**config.mk**
```make
export PLATFORM = sky130hd
export DESIGN_NAME = vlc_frame_serializer_flat
export DESIGN_NICKNAME = d
export VERILOG_FILES = /design/src/rtl/vlc_frame_serializer_if.sv /design/src/rtl/vlc_frame_serializer.sv /design/src/flat_wrapper.sv
export SDC_FILE = /design/constraint.sdc
export NUM_CORES = 1
export LEC_CHECK = 0
export ABC_CLOCK_PERIOD_IN_PS = 2700
export BUFFER_PORTS_ARGS = -buffer_cell sky130_fd_sc_hd__buf_2
export CORE_ASPECT_RATIO = 1.5
export CORE_MARGIN = 5
export CORE_UTILIZATION = 42
export DETAILED_ROUTE_END_ITERATION = 7
export PLACE_DENSITY = 0.75
export SYNTH_ARGS = -nofsm -noshare
export SYNTH_HDL_FRONTEND = slang
export SYNTH_SLANG_ARGS = --single-unit
```
**constraint.sdc**
```tcl
create_clock -name clk -period 2.7 [get_ports clk]
set_input_delay 0.135 -clock clk [delete_from_list [all_inputs] [get_ports clk]]
set_output_delay 0.135 -clock clk [all_outputs]
set_load 0.01 [all_outputs]
```
**src/rtl/vlc_frame_serializer_if.sv**
```systemverilog
// ============================================================================
// vlc_frame_serializer_if
// ----------------------------------------------------------------------------
// Groups the frame serializer's request, codeword and line-side signals into
// one bundle.
//
// Signals:
//   tx_enable   - start request from the enable control unit
//   data_in     - encoded codeword (DATA_W bits) from the LDPC encoder
//   tx_busy     - serializer is in a frame or in the inter-frame gap
//   tx_complete - one-cycle pulse when the last payload chip has been sent
//   tx_out      - Manchester-coded LED modulator drive
//
// Modports:
//   master - the side that requests frames and watches status (upstream / bench)
//   slave  - the serializer itself
// ============================================================================
interface vlc_frame_serializer_if #(
    parameter int DATA_W = 36
);
    logic              tx_enable;
    logic [DATA_W-1:0] data_in;
    logic              tx_busy;
    logic              tx_complete;
    logic              tx_out;

    modport master (
        output tx_enable,
        output data_in,
        input  tx_busy,
        input  tx_complete,
        input  tx_out
    );

    modport slave (
        input  tx_enable,
        input  data_in,
        output tx_busy,
        output tx_complete,
        output tx_out
    );
endinterface

```
**src/rtl/vlc_frame_serializer.sv**
```systemverilog
// ============================================================================
// vlc_frame_serializer
// ----------------------------------------------------------------------------
// Downstream stage of the LDPC encoder. Takes one codeword per frame, sends
// preamble (1010...), the sync word and then the codeword MSB first, all
// Manchester coded onto the LED modulator line. Bit 1 is sent as a high chip
// followed by a low chip, bit 0 as low then high; each chip lasts CHIP_TICKS
// clocks. After the payload an idle gap of GAP_BITS bit times follows before
// the next request can be accepted.
//
// Ports:
//   clk  - transmitter clock
//   rst  - asynchronous active-high reset
//   bus  - slave side of vlc_frame_serializer_if
//          (tx_enable, data_in in; tx_busy, tx_complete, tx_out out)
//
// All three outputs come straight from flops.
// ============================================================================
module vlc_frame_serializer #(
    parameter int         DATA_W       = 36,
    parameter int         PREAMBLE_LEN = 8,
    parameter logic [7:0] SYNC_WORD    = 8'hD5,
    parameter int         CHIP_TICKS   = 4,
    parameter int         GAP_BITS     = 4
) (
    input  logic                    clk,
    input  logic                    rst,
    vlc_frame_serializer_if.slave   bus
);

    // Counter sizing. The tick counter needs at least one bit even when a
    // chip is a single clock long.
    localparam int TICK_W   = (CHIP_TICKS > 1) ? $clog2(CHIP_TICKS) : 1;
    localparam int MAX_A    = (PREAMBLE_LEN > 8) ? PREAMBLE_LEN : 8;
    localparam int MAX_B    = (DATA_W > GAP_BITS) ? DATA_W : GAP_BITS;
    localparam int MAX_BITS = (MAX_A > MAX_B) ? MAX_A : MAX_B;
    localparam int BIT_W    = $clog2(MAX_BITS + 1);

    // Terminal counts for each phase.
    localparam logic [TICK_W-1:0] TICK_LAST = TICK_W'(CHIP_TICKS - 1);
    localparam logic [BIT_W-1:0]  PRE_LAST  = BIT_W'(PREAMBLE_LEN - 1);
    localparam logic [BIT_W-1:0]  SYNC_LAST = BIT_W'(7);
    localparam logic [BIT_W-1:0]  DATA_LAST = BIT_W'(DATA_W - 1);
    localparam logic [BIT_W-1:0]  GAP_LAST  = BIT_W'(GAP_BITS - 1);

    typedef enum logic [2:0] {
        IDLE,
        PREAMBLE,
        SYNC,
        PAYLOAD,
        GAP
    } state_t;

    // Current state and counters.
    state_t              state;
    logic [TICK_W-1:0]   tick_cnt;
    logic                half_sel;
    logic [BIT_W-1:0]    bit_cnt;
    logic [DATA_W-1:0]   shift_reg;
    logic                armed;

    // Output flops.
    logic                tx_out_q;
    logic                tx_busy_q;
    logic                tx_complete_q;

    // Next values.
    state_t              state_n;
    logic [TICK_W-1:0]   tick_n;
    logic                half_n;
    logic [BIT_W-1:0]    bit_n;
    logic [DATA_W-1:0]   shift_n;
    logic                out_n;
    logic                busy_n;
    logic                complete_n;

    // Helpers for the next-state logic.
    logic                chip_end;
    logic [BIT_W-1:0]    bit_last;
    state_t              phase_after;

    // Helpers for the output logic.
    logic                bit_val;
    logic [2:0]          sync_idx;

    // ------------------------------------------------------------------------
    // State register. The counters, shift register and output flops all
    // update together, so tx_out always shows the chip addressed by the
    // counters that are loaded at the same edge. 'armed' blocks a capture at
    // the first edge after reset release, so a tx_enable that is already
    // high when rst falls is not taken until the following edge.
    // ------------------------------------------------------------------------
    always_ff @(posedge clk or posedge rst) begin
        if (rst) begin
            state         <= IDLE;
            tick_cnt      <= '0;
            half_sel      <= 1'b0;
            bit_cnt       <= '0;
            shift_reg     <= '0;
            armed         <= 1'b0;
            tx_out_q      <= 1'b0;
            tx_busy_q     <= 1'b0;
            tx_complete_q <= 1'b0;
        end else begin
            state         <= state_n;
            tick_cnt      <= tick_n;
            half_sel      <= half_n;
            bit_cnt       <= bit_n;
            shift_reg     <= shift_n;
            armed         <= 1'b1;
            tx_out_q      <= out_n;
            tx_busy_q     <= busy_n;
            tx_complete_q <= complete_n;
        end
    end

    // ------------------------------------------------------------------------
    // Next-state logic. The phases that carry bits (and the gap, which is
    // just a number of silent bit times) share one chip/half/bit counter
    // chain. The bit counter reloads to zero whenever the phase changes, and
    // the payload shifts once at every payload bit boundary so its MSB is
    // always the bit on the line.
    // ------------------------------------------------------------------------
    always_comb begin
        state_n     = state;
        tick_n      = tick_cnt;
        half_n      = half_sel;
        bit_n       = bit_cnt;
        shift_n     = shift_reg;
        chip_end    = (tick_cnt == TICK_LAST);
        bit_last    = '0;
        phase_after = IDLE;

        case (state)
            PREAMBLE: begin
                bit_last    = PRE_LAST;
                phase_after = SYNC;
            end
            SYNC: begin
                bit_last    = SYNC_LAST;
                phase_after = PAYLOAD;
            end
            PAYLOAD: begin
                bit_last    = DATA_LAST;
                phase_after = GAP;
            end
            GAP: begin
                bit_last    = GAP_LAST;
                phase_after = IDLE;
            end
            default: begin
                bit_last    = '0;
                phase_after = IDLE;
            end
        endcase

        if (state == IDLE) begin
            if (armed && bus.tx_enable) begin
                state_n = PREAMBLE;
                shift_n = bus.data_in;
                tick_n  = '0;
                half_n  = 1'b0;
                bit_n   = '0;
            end
        end else if (!chip_end) begin
            tick_n = tick_cnt + 1'b1;
        end else begin
            tick_n = '0;
            half_n = ~half_sel;
            if (half_sel) begin
                half_n = 1'b0;
                if (state == PAYLOAD) begin
                    shift_n = shift_reg << 1;
                end
                if (bit_cnt == bit_last) begin
                    bit_n   = '0;
                    state_n = phase_after;
                end else begin
                    bit_n = bit_cnt + 1'b1;
                end
            end
        end
    end

    // ------------------------------------------------------------------------
    // Output logic. Works from the next-state values so that the registered
    // line level matches the chip the counters point at after the edge. A
    // chip is the bit value on the first half and its inverse on the second.
    // The completion pulse marks the PAYLOAD -> GAP step only, so a frame cut
    // short by reset never produces it.
    // ------------------------------------------------------------------------
    always_comb begin
        bit_val  = 1'b0;
        sync_idx = 3'd7 - bit_n[2:0];
        out_n    = 1'b0;

        case (state_n)
            PREAMBLE: bit_val = ~bit_n[0];
            SYNC:     bit_val = SYNC_WORD[sync_idx];
            PAYLOAD:  bit_val = shift_n[DATA_W-1];
            default:  bit_val = 1'b0;
        endcase

        if ((state_n == PREAMBLE) || (state_n == SYNC) || (state_n == PAYLOAD)) begin
            out_n = bit_val ^ half_n;
        end

        busy_n     = (state_n != IDLE);
        complete_n = (state == PAYLOAD) && (state_n == GAP);
    end

    assign bus.tx_out      = tx_out_q;
    assign bus.tx_busy     = tx_busy_q;
    assign bus.tx_complete = tx_complete_q;

endmodule

```
**src/flat_wrapper.sv**
```systemverilog
// flat-port wrapper written by rule: the top's interface ports become plain ports
module vlc_frame_serializer_flat 
#(
    parameter int         DATA_W       = 36,
    parameter int         PREAMBLE_LEN = 8,
    parameter logic [7:0] SYNC_WORD    = 8'hD5,
    parameter int         CHIP_TICKS   = 4,
    parameter int         GAP_BITS     = 4
)
  (clk, rst, bus_tx_enable, bus_data_in, bus_tx_busy, bus_tx_complete, bus_tx_out);
  vlc_frame_serializer_if #(.DATA_W(DATA_W)) bus_i ();
  input  logic clk;
  input  logic rst;
  input wire logic [$bits(bus_i.tx_enable)-1:0] bus_tx_enable;
  input wire logic [$bits(bus_i.data_in)-1:0] bus_data_in;
  output wire logic [$bits(bus_i.tx_busy)-1:0] bus_tx_busy;
  output wire logic [$bits(bus_i.tx_complete)-1:0] bus_tx_complete;
  output wire logic [$bits(bus_i.tx_out)-1:0] bus_tx_out;
  assign bus_i.tx_enable = bus_tx_enable;
  assign bus_i.data_in = bus_data_in;
  assign bus_tx_busy = bus_i.tx_busy;
  assign bus_tx_complete = bus_i.tx_complete;
  assign bus_tx_out = bus_i.tx_out;
  vlc_frame_serializer #(.DATA_W(DATA_W), .PREAMBLE_LEN(PREAMBLE_LEN), .SYNC_WORD(SYNC_WORD), .CHIP_TICKS(CHIP_TICKS), .GAP_BITS(GAP_BITS)) u_core (.clk(clk), .rst(rst), .bus(bus_i));
endmodule
```
Word-level counts from Yosys, hierarchy flattened
Memories as Yosys holds them, arrays and structs flattened.
Cells that the tools add are included.
{"block": "word_totals", "reg_bits": 52, "wordCells": 69, "rom_bits": 8, "mem_count": 1, "in_bits": 39, "out_inout_bits": 3}
{"memory": "(no name shown)", "depth": 8, "word_bits": 1, "rd": 1, "rd_ports_with_merged_regs": 0, "write_ports": 0, "line_no": "vlc_frame_serializer.sv:199", "text": "SYNC: bit_val = SYNC_WORD[sync_idx];"}
{"block": "classes", "add_sub_neg": 3, "reduce_logical": 12, "eq_ne": 11, "magnitude_cmp": 1, "bitwise": 3, "muxes": 27}
{"operator": "two-way mux 36 bit", "n": 5}
{"operator": "two-way mux 6 bit", "n": 5}
{"operator": "case mux 6 bit (3 select lines)", "n": 1}
{"operator": "two-way mux 3 bit", "n": 5}
{"operator": "== test 3 x 2 -> 1 bit, second input constant", "n": 4}
{"operator": "case mux 3 bit (3 select lines)", "n": 1}
{"operator": "adder 6 x 1 -> 6 bit, second input constant", "n": 1}
{"operator": "== test 3 x 1 -> 1 bit, second input constant", "n": 2}
{"operator": "== test 3 bit, second input constant", "n": 2}
{"operator": "== test 6 bit", "n": 1}
{"operator": "two-way mux 1 bit", "n": 6}
{"operator": "two-way mux 2 bit", "n": 3}
{"operator": "nonzero test 2 bit", "n": 3}
{"operator": "less-than comparator 3 x 4 -> 1 bit, second input constant", "n": 1}
{"operator": "AND reduction 4 bit", "n": 1}
{"operator": "logical NOT 3 bit", "n": 1}
{"operator": "case mux 1 bit (3 select lines)", "n": 1}
{"operator": "AND reduction 3 bit", "n": 1}
{"operator": "nonzero test 3 bit", "n": 1}
{"operator": "subtractor 3 bit, first input constant", "n": 1}
{"operator": "adder 2 x 1 -> 2 bit, second input constant", "n": 1}
{"operator": "== test 2 bit, second input constant", "n": 1}
{"operator": "logical AND 1 bit", "n": 2}
{"operator": "logical OR 1 bit", "n": 2}
{"operator": "other kinds (4)", "n": 5}

Longest topological paths before layout
Gate-level depths: netlist of run 1.
{"block": "logic_depth", "word_depth": 14, "ltp_mapped": 9, "depth_no_buf": 9}

Worst setup path after synthesis of run 1
Ideal clock, no wire load.
{"block": "synth_timing", "path_type": "reg-to-reg", "start": "register u_core.state[1]", "end": "register u_core.tx_out_q, in the netlist u_core.bus.tx_out", "period_less_slack_ns": 2.316, "stages_incl_launch_ff": 9, "setup_slack_ns": 0.384, "n_path_buf": 1, "required_time_ns": 2.627, "arrival_time_ns": 2.243, "path_cell_list": "dfrtp_1 > buf_6 > or3_1 > nor2_1 > nor2_1 > a22o_1 > a31oi_1 > mux2_2 > a21oi_2"}
{"block": "synth_via", "elab_chain_cells": 14}
{"element": "start, declared", "line_no": "vlc_frame_serializer.sv:55", "text": "state_t state;"}
{"element": "start signal, assigned", "line_no": "vlc_frame_serializer.sv:105", "text": "state <= state_n;"}
{"element": "== test 3 x 1 -> 1 bit or == test 3 x 2 -> 1 bit (tied branches)", "line_no": "vlc_frame_serializer.sv:134", "text": "case (state)"}
{"element": "OR reduction 2 bit (no source line)"}
{"element": "case mux 6 bit (3 select lines)", "line_no": "vlc_frame_serializer.sv:134"}
{"element": "== test 6 bit", "line_no": "vlc_frame_serializer.sv:175", "text": "if (bit_cnt == bit_last) begin"}
{"element": "two-way mux 6 bit", "line_no": "vlc_frame_serializer.sv:175"}
{"element": "two-way mux 6 bit", "line_no": "vlc_frame_serializer.sv:170", "text": "if (half_sel) begin"}
{"element": "two-way mux 6 bit", "line_no": "vlc_frame_serializer.sv:165", "text": "end else if (!chip_end) begin"}
{"element": "two-way mux 6 bit (*)", "line_no": "vlc_frame_serializer.sv:157", "text": "if (state == IDLE) begin"}
{"element": "net u_core.bit_n[0]", "line_no": "vlc_frame_serializer.sv:71", "text": "logic [BIT_W-1:0] bit_n;"}
{"element": "subtractor 3 bit", "line_no": "vlc_frame_serializer.sv:194", "text": "sync_idx = 3'd7 - bit_n[2:0];"}
{"element": "memory read (8 x 1 bit)"}
{"element": "two-way mux 1 bit (not written as such)", "line_no": "vlc_frame_serializer.sv:199"}
{"element": "case mux 1 bit (3 select lines) (*)", "line_no": "vlc_frame_serializer.sv:197", "text": "case (state_n)"}
{"element": "XOR 1 bit (*)", "line_no": "vlc_frame_serializer.sv:205", "text": "out_n = bit_val ^ half_n;"}
{"element": "two-way mux 1 bit (*)", "line_no": "vlc_frame_serializer.sv:204", "text": "if ((state_n == PREAMBLE) || (state_n == SYNC) || (state_n == PAYLOAD)) begin"}
{"element": "net u_core.out_n", "line_no": "vlc_frame_serializer.sv:73", "text": "logic out_n;"}
{"element": "end signal, assigned", "line_no": "vlc_frame_serializer.sv:111", "text": "tx_out_q <= out_n;"}
{"element": "end, declared", "line_no": "vlc_frame_serializer.sv:63", "text": "logic tx_out_q;"}
Mark *: on every way through the listed nets, which the timed path passes. The rest lies on a longest branch. The select of a mux whose other input is x is not followed.
A chain may end at the register's enable or synchronous reset.

Worst setup path in the final report of run 1
{"block": "layout_timing", "start": "register u_core.bit_cnt[0]", "end": "register u_core.tx_out_q, in the netlist u_core.bus.tx_out"}
{"element": "start, declared", "line_no": "vlc_frame_serializer.sv:58", "text": "logic [BIT_W-1:0] bit_cnt;"}
{"element": "start signal, assigned", "line_no": "vlc_frame_serializer.sv:108", "text": "bit_cnt <= bit_n;"}
{"element": "== test 6 bit (*)", "line_no": "vlc_frame_serializer.sv:175"}
{"element": "two-way mux 3 bit (*)", "line_no": "vlc_frame_serializer.sv:175"}
{"element": "two-way mux 3 bit (*)", "line_no": "vlc_frame_serializer.sv:170"}
{"element": "two-way mux 3 bit (*)", "line_no": "vlc_frame_serializer.sv:165"}
{"element": "two-way mux 3 bit (*)", "line_no": "vlc_frame_serializer.sv:157"}
{"element": "net u_core.state_n[0]", "line_no": "vlc_frame_serializer.sv:68", "text": "state_t state_n;"}
{"element": "== test 3 x 2 -> 1 bit or == test 3 x 1 -> 1 bit (tied branches)", "line_no": "vlc_frame_serializer.sv:197, vlc_frame_serializer.sv:204"}
{"element": "case mux 1 bit (3 select lines) or logical OR 1 bit (tied branches)", "line_no": "vlc_frame_serializer.sv:197, vlc_frame_serializer.sv:204"}
{"element": "XOR 1 bit or logical OR 1 bit (tied branches)", "line_no": "vlc_frame_serializer.sv:205, vlc_frame_serializer.sv:204"}
{"element": "two-way mux 1 bit (*)", "line_no": "vlc_frame_serializer.sv:204"}
{"element": "net u_core.out_n", "line_no": "vlc_frame_serializer.sv:73"}
Marks and branches as above.

==> results of run 1 <==
==> area by class of cell <==
cell class                      count  share of cell area (%)
Clock buffer                        7                    3.35
Inverter                           42                    5.48
Tap cell                           72                    3.13
Sequential cell                    52                    45.3
Multi-Input combinational cell    131                    32.7
Clock inverter                      1                    1.04
Timing Repair Buffer               48                    9.04
==> power groups by stage <==
stage / registers, mW / logic, mW / clock network [mW]
CTS: 1.40 / 1.07 / 0.590
global placement: 1.40 / 1.03 / 0
finish: 1.41 / 1.06 / 0.582
floorplan: 1.32 / 0.884 / 0
global route: 1.45 / 1.20 / 0.628
detailed placement: 1.41 / 1.07 / 0
==> stage by stage <==
step	hold WS (ns)	cell area [µm²]	std cells	util, %
4_1_cts	0.0306	2880	353	50.1
6_report	0.0354	2880	353	50.1
3_5_place_dp	0.272	2740	344	47.7
3_3_place_gp	0.259	2740	344	47.7
2_1_floorplan	0.260	2460	239	-
5_1_grt	0.0283	2880	353	50.1
==> per-layer routing <==
metal	vias to the layer above	share of wire [%]	GRT usage, %
met5	-	0	0
met4	0	3.3	7.26
met3	12	5.9	3.29
met2	84	51	25.7
met1	989	39	20.3
li1	965	-	-
==> cell usage in the layout (no fill, tap or decap), types with 2 or more instances in the layout <==
cell type  instances
nor3_1             4
o22ai_1            3
or3_1              4
a31oi_1            2
o21ai_0            4
buf_4              6
dfrtp_1           51
mux2_2             3
nor2_1            10
nand2_1           15
inv_2              2
nand3b_1           2
a211o_1            2
a21oi_1            3
inv_1             40
o21ai_1            2
nand3_1           12
clkbuf_8           7
buf_2             41
and3_1             5
xor2_1             2
xnor2_1            3
ha_1               2
a2111oi_0          2
o31ai_1            2
a22o_1             2
a222oi_1          34
==> timing repair <==
| action | 4_1_cts | 5_1_grt |
|---|---|---|
| resized for setup | 0 | 1 |
| hold buffers | 1 | 0 |
| setup endpoints to repair | 0 | 1 |
| endpoints found under the hold margin | 30 | 0 |
==> synthesized netlist by cell type (all sizes together), types with 2 or more instances <==
library cell | instances | area [µm²]
clkbuf | 11 | 41.3
or3 | 4 | 25.0
nand3b | 2 | 15.0
a222oi | 34 | 340
a22o | 2 | 17.5
and3 | 5 | 31.3
buf | 3 | 23.8
dfrtp | 52 | 1300
o21ai | 7 | 35.0
inv | 42 | 158
xnor2 | 3 | 26.3
a2111oi | 2 | 17.5
nand3 | 12 | 60.1
or2 | 2 | 15.0
o31ai | 2 | 15.0
a21oi | 4 | 23.8
xor2 | 2 | 17.5
a31oi | 2 | 12.5
nor2 | 11 | 41.3
ha | 2 | 25.0
a211o | 2 | 17.5
nand2 | 15 | 56.3
mux2 | 3 | 33.8
nor3 | 6 | 46.3
o22ai | 3 | 18.8
==> kinds of logic after synthesis <==
logic type      Yosys count  share of synthesized area, %
fa+ha+maj                 2                          1.02
other cells               1                         0.153
compound gates           60                          20.9
simple gates             59                          12.4
mux                       4                          1.78
buf+inv                  56                          9.06
flops                    52                          52.9
xor+xnor                  5                          1.78
==> worst paths after layout <==
kind / from / endpoint / slack [ns]
max: u_core.bit_cnt[0]$_DFF_PP0_ / u_core.bus.tx_out$_DFF_PP0_ / 0.20
min: bus_data_in[23] / u_core.shift_reg[23]$_DFFE_PP0P_ / 0.04
max reg2reg: u_core.bit_cnt[0]$_DFF_PP0_ / u_core.bus.tx_out$_DFF_PP0_ / 0.20
min reg2reg: u_core.shift_reg[4]$_DFFE_PP0P_ / u_core.shift_reg[5]$_DFFE_PP0P_ / 0.50
max in group asynchronous: rst / u_core.shift_reg[25]$_DFFE_PP0P_ / 1.50
min in group asynchronous: rst / u_core.bus.tx_complete$_DFF_PP0_ / 0.46
==> critical path, delay by kind of cell (launching register included) <==
kind / cells / cell delay (ns)
AOI/OAI and AO/OA: 3 / 0.76
and+or+nand+nor: 3 / 0.66
muxes: 2 / 0.53
DFF: 1 / 0.49
==> results.yml, run 1 <==
clock_network:
  cts-htree-levels: 2
  tritoncts: "yes"
  clockRootBuffer: "clkbuf_8"
  cts_sinks: 52
  cts_post_setup_buffers_inserted: 0
  cts_buffer_depth: 2
  path_clk_slew_ns: 0.09
  clock_latency_ns: 0.31
  cts_made_buffers: 5
sta:
  fin_worst_skew_ns: 0.00560
  drv_slew: 0
  worstMarginPinSlew_ns: 0.662
  setup_viol: 0
  tns_ns: 0
  finalCritPeriodShare_pct: 92.7
  rsz0062_at_grt: "no"
  fmax_mhz: 399
  hold_viol: 0
  post-route-min-period_ns: 2.50
  maxSlewHeadroom_pct: 55.8
  fin_ws_ns: 0.196
cells_and_area:
  register_area_um2: 1300
  fillers: 533
  nets: 321
  layout-drive-gt1-share_pct: 23.8
  largest_reg_flops: 36
  diodes: 0
  area_growth_pct: 17.0
  multi_input_area_um2: 941
synth:
  synth_edf_count: 0
  syn-cell-area_um2: 2460
  synthCells: 239
  yosysWarnings: 0
  synth-seq-cells: 52
  synthArstFlopShare_pct: 100
  synthFlopType: "dfrtp_1"
  synth_cell_type_count: 39
  synth_sequential_area_ratio_pct: 52.9
  synth_fp_nets: 280
  synth.avg_cell_area_um2: 10.3
setup_path:
  crit_path_end_kind: "flop"
  critical_path_arrival_ns: 2.75
  crit_path_start_kind: "flop"
  rr_worst_depth: 8
  crit_top_cell: "a211o_1"
  critPathKind: "reg2reg"
  critical-path-max-stage-delay_ns: 0.49
  crit_slowest_cell: "dfrtp_1"
  crit_required_ns: 2.95
  critical_path.max_fanout: 10
  path_cells: "or2_1, mux2i_1, nand3_1, a211o_1, a211o_1, nand3b_1, mux2_2, a21oi_2"
global_routing:
  grt_antenna_before_repair: 0
  gr-total-overflow: 0
  grt_use_total_pct: 16.0
  grt_pass1_wl_mm: 9.54
  grt_pass1_vias: 1979
  grt_max_degree: 37
drt:
  drtPass1Iterations: 7
  num_vias: 2050
  wl_mm: 5.78
  vias_per_cell: 5.81
  drt_iter0_markers: 327
  drc: 0
  avgRoutedWirePerCell_um: 16.4
  ant_nets: 0
floorplan:
  ios: 42
  die_y_um: 104
  core_um2: 5740
  initial_core_util_pct: 42.8
  row_count: 34
  dieArea_um2: 7520
  die_w_um: 72.5
flow_run:
  maxCapViolations: 0
pwr:
  power_switching_mw: 1.05
  max-vdd-ir-drop_uv: 438
  swShare_pct: 34.5
  pwr-share-seq_pct: 46.1
  power.total_mw: 3.05
  clockPowerShare_pct: 19.1
  p_int_mw: 2.00
  p_leak_nw: 1.45
  pwr-share-comb_pct: 34.9
  p_per_area_nw_per_um2: 1060
placement:
  gp_congestion: 0.878
  post-dp-hpwl_mm: 4.03
  port_buffers: 41
  post-place-ws_ns: 0.214
min_path:
  min_path_type: "in2reg"
  holdPathStages: 3
run_status:
  status: "finished, final reports clean"
Power figures use the tool's default switching activity.
==> run 2: changes to the inputs <==
--- a/config.mk
+++ b/config.mk
@@ -8,9 +8,10 @@
 export ABC_CLOCK_PERIOD_IN_PS = 2700
 export BUFFER_PORTS_ARGS = -buffer_cell sky130_fd_sc_hd__buf_2
+export CAP_MARGIN = 30
 export CORE_ASPECT_RATIO = 1.5
 export CORE_MARGIN = 5
-export CORE_UTILIZATION = 42
+export CORE_UTILIZATION = 40
 export DETAILED_ROUTE_END_ITERATION = 7
-export PLACE_DENSITY = 0.75
+export PLACE_DENSITY = 0.72
 export SYNTH_ARGS = -nofsm -noshare
 export SYNTH_HDL_FRONTEND = slang
==> constraint.sdc (replaced) <==
create_clock -name clk -period 2.7 [get_ports clk]
set_input_delay 0.54 -clock clk [delete_from_list [all_inputs] [get_ports clk]]
set_output_delay 0.54 -clock clk [all_outputs]
set_load 0.01 [all_outputs]
==> results.yml, run 2 (synthesis gave the netlist of run 1 again) <==
placement:
  post-dp-hpwl_mm: 3.99
  gp_congestion: 0.935
  port_buffers: 41
  dp_cells: 348
sta:
  fin_worst_skew_ns: 0.00435
  fmax_mhz: 406
  worstMarginPinSlew_ns: 0.640
  hold_viol: 0
  post-route-min-period_ns: 2.46
  hold_ws_ns: 0.131
  drv_slew: 0
  setup_viol: 0
  maxSlewHeadroom_pct: 57.3
  tns_ns: 0
  rsz0062_at_grt: "no"
  finalCritPeriodShare_pct: 91.1
setup_path:
  crit_path_start_kind: "flop"
  path_cells: "or2_4, nor3_4, o21ai_1, a211o_1, a211o_1, nand3b_1, mux2_2, a21oi_2"
  critical_path.max_fanout: 10
  crit_path_end_kind: "flop"
  r2r_slack_ns: 0.24
  critical_path_arrival_ns: 2.70
  critPathKind: "reg2reg"
  path_delay_family: "compound AO/OA/AOI/OAI gates"
  crit_top_cell: "a211o_1"
  startpoint: "u_core.state[1]$_DFF_PP0_"
  crit_required_ns: 2.94
  reg2reg_from: "u_core.state[1]$_DFF_PP0_"
  path_buf_inv: 0
  crit_slowest_cell: "dfrtp_1"
  critical-path-max-stage-delay_ns: 0.49
cells_and_area:
  final_cells: 355
  largest_reg_flops: 36
  final_common_cell: "dfrtp_1"
  fillers: 573
  nets: 322
  mostFrequentLayoutCells: "dfrtp_1 (52), buf_2 (41), inv_1 (40), a222oi_1 (34), nand2_1 (15)"
  area_growth_pct: 15.8
  diodes: 0
  layout-drive-gt1-share_pct: 23.8
drt:
  avgRoutedWirePerCell_um: 15.3
  drt_iter0_markers: 202
  drtPass1Iterations: 7
  vias_per_cell: 5.75
  wl_mm: 5.44
  drc: 0
  num_vias: 2041
  ant_nets: 0
global_routing:
  grt_use_total_pct: 15.3
  grt_pass1_wl_mm: 9.61
  grt_max_degree: 37
  gr-total-overflow: 0
  grt_antenna_before_repair: 0
  grt_pass1_vias: 2092
floorplan:
  row_count: 35
  ios: 42
  core_um2: 6090
  die_w_um: 74.0
  initial_core_util_pct: 40.4
  die_y_um: 106
  dieArea_um2: 7850
clock_network:
  path_clk_slew_ns: 0.09
  clockRootBuffer: "clkbuf_8"
  cts_hold_buf: 0
  cts_sinks: 52
  post_cts_resized: 0
  cts_buffer_depth: 2
  clock_latency_ns: 0.30
  cts-htree-levels: 2
  cts_made_buffers: 5
  cts_post_setup_buffers_inserted: 0
  tritoncts: "yes"
pwr:
  p_leak_nw: 1.43
  max-vdd-ir-drop_uv: 666
  p_per_area_nw_per_um2: 1020
  power.total_mw: 2.89
run_status:
  status: "finished, final reports clean"
min_path:
  min_path_type: "in2async"
flow_run:
  maxCapViolations: 0
run 2: cell types whose count changed in the layout (fill, tap and decap cells not counted):
cell           change
clkinv_2           +1
buf_8              +1
buf_4              +1
clkinvlp_4         +1
dfrtp_2            -1
dlygate4sd3_1      -1
bufinv_16          -1
clkbuf_8           -2
dfrtp_1            +1
run 2: stage by stage:
stage | utilization, % | setup WS (ns) | cell area (µm²)
after floorplan | - | 0.384 | 2460
after global placement | 45.2 | 0.311 | 2750
after detailed placement | 45.4 | 0.266 | 2770
after CTS | 46.8 | 0.240 | 2850
after global routing | 46.8 | 0.0721 | 2850
final | 46.8 | 0.239 | 2850
run 2: area by class of cell:
class,count,area [µm²],area share (%)
clock buffer,5,68.8,2.42
clock inverter,2,12.5,0.440
inverter,42,158,5.54
multi-input combinational,131,941,33.1
sequential,52,1300,45.7
tap,74,92.6,3.25
timing repair buffer,49,273,9.58
run 2: per-layer routing:
layer | share of wire [%] | GRT usage (%) | wire (µm) | vias up
li1 | - | - | - | 964
met1 | 39 | 18.7 | 2110 | 1007
met2 | 54 | 25.7 | 2930 | 62
met3 | 5.6 | 2.93 | 304 | 8
met4 | 1.8 | 6.48 | 97 | 0
met5 | 0 | 0 | 0 | -
run 2: final timing paths:
kind,endpoint,cells past startpoint
max in group asynchronous,u_core.shift_reg[9]$_DFFE_PP0P_,3
hold / removal,u_core.shift_reg[3]$_DFFE_PP0P_,2
setup / recovery,u_core.bus.tx_out$_DFF_PP0_,8
hold reg to reg,u_core.shift_reg[34]$_DFFE_PP0P_,2
setup reg to reg,u_core.bus.tx_out$_DFF_PP0_,8
min in group clk,u_core.shift_reg[28]$_DFFE_PP0P_,3
run 2: power breakdown:
group | total (mW) | switching [mW] | internal (mW)
Combinational | 1.07 | 0.527 | 0.542
Sequential | 1.41 | 0.271 | 1.14
Clock | 0.418 | 0.242 | 0.176
run 2: worst reg2reg max path, stage by stage (launching register included):
cell and delay, ns:
dfrtp_1 0.49, or2_4 0.32, nor3_4 0.19, o21ai_1 0.13, a211o_1 0.33, a211o_1 0.35, nand3b_1 0.17, mux2_2 0.29
a21oi_2 0.12
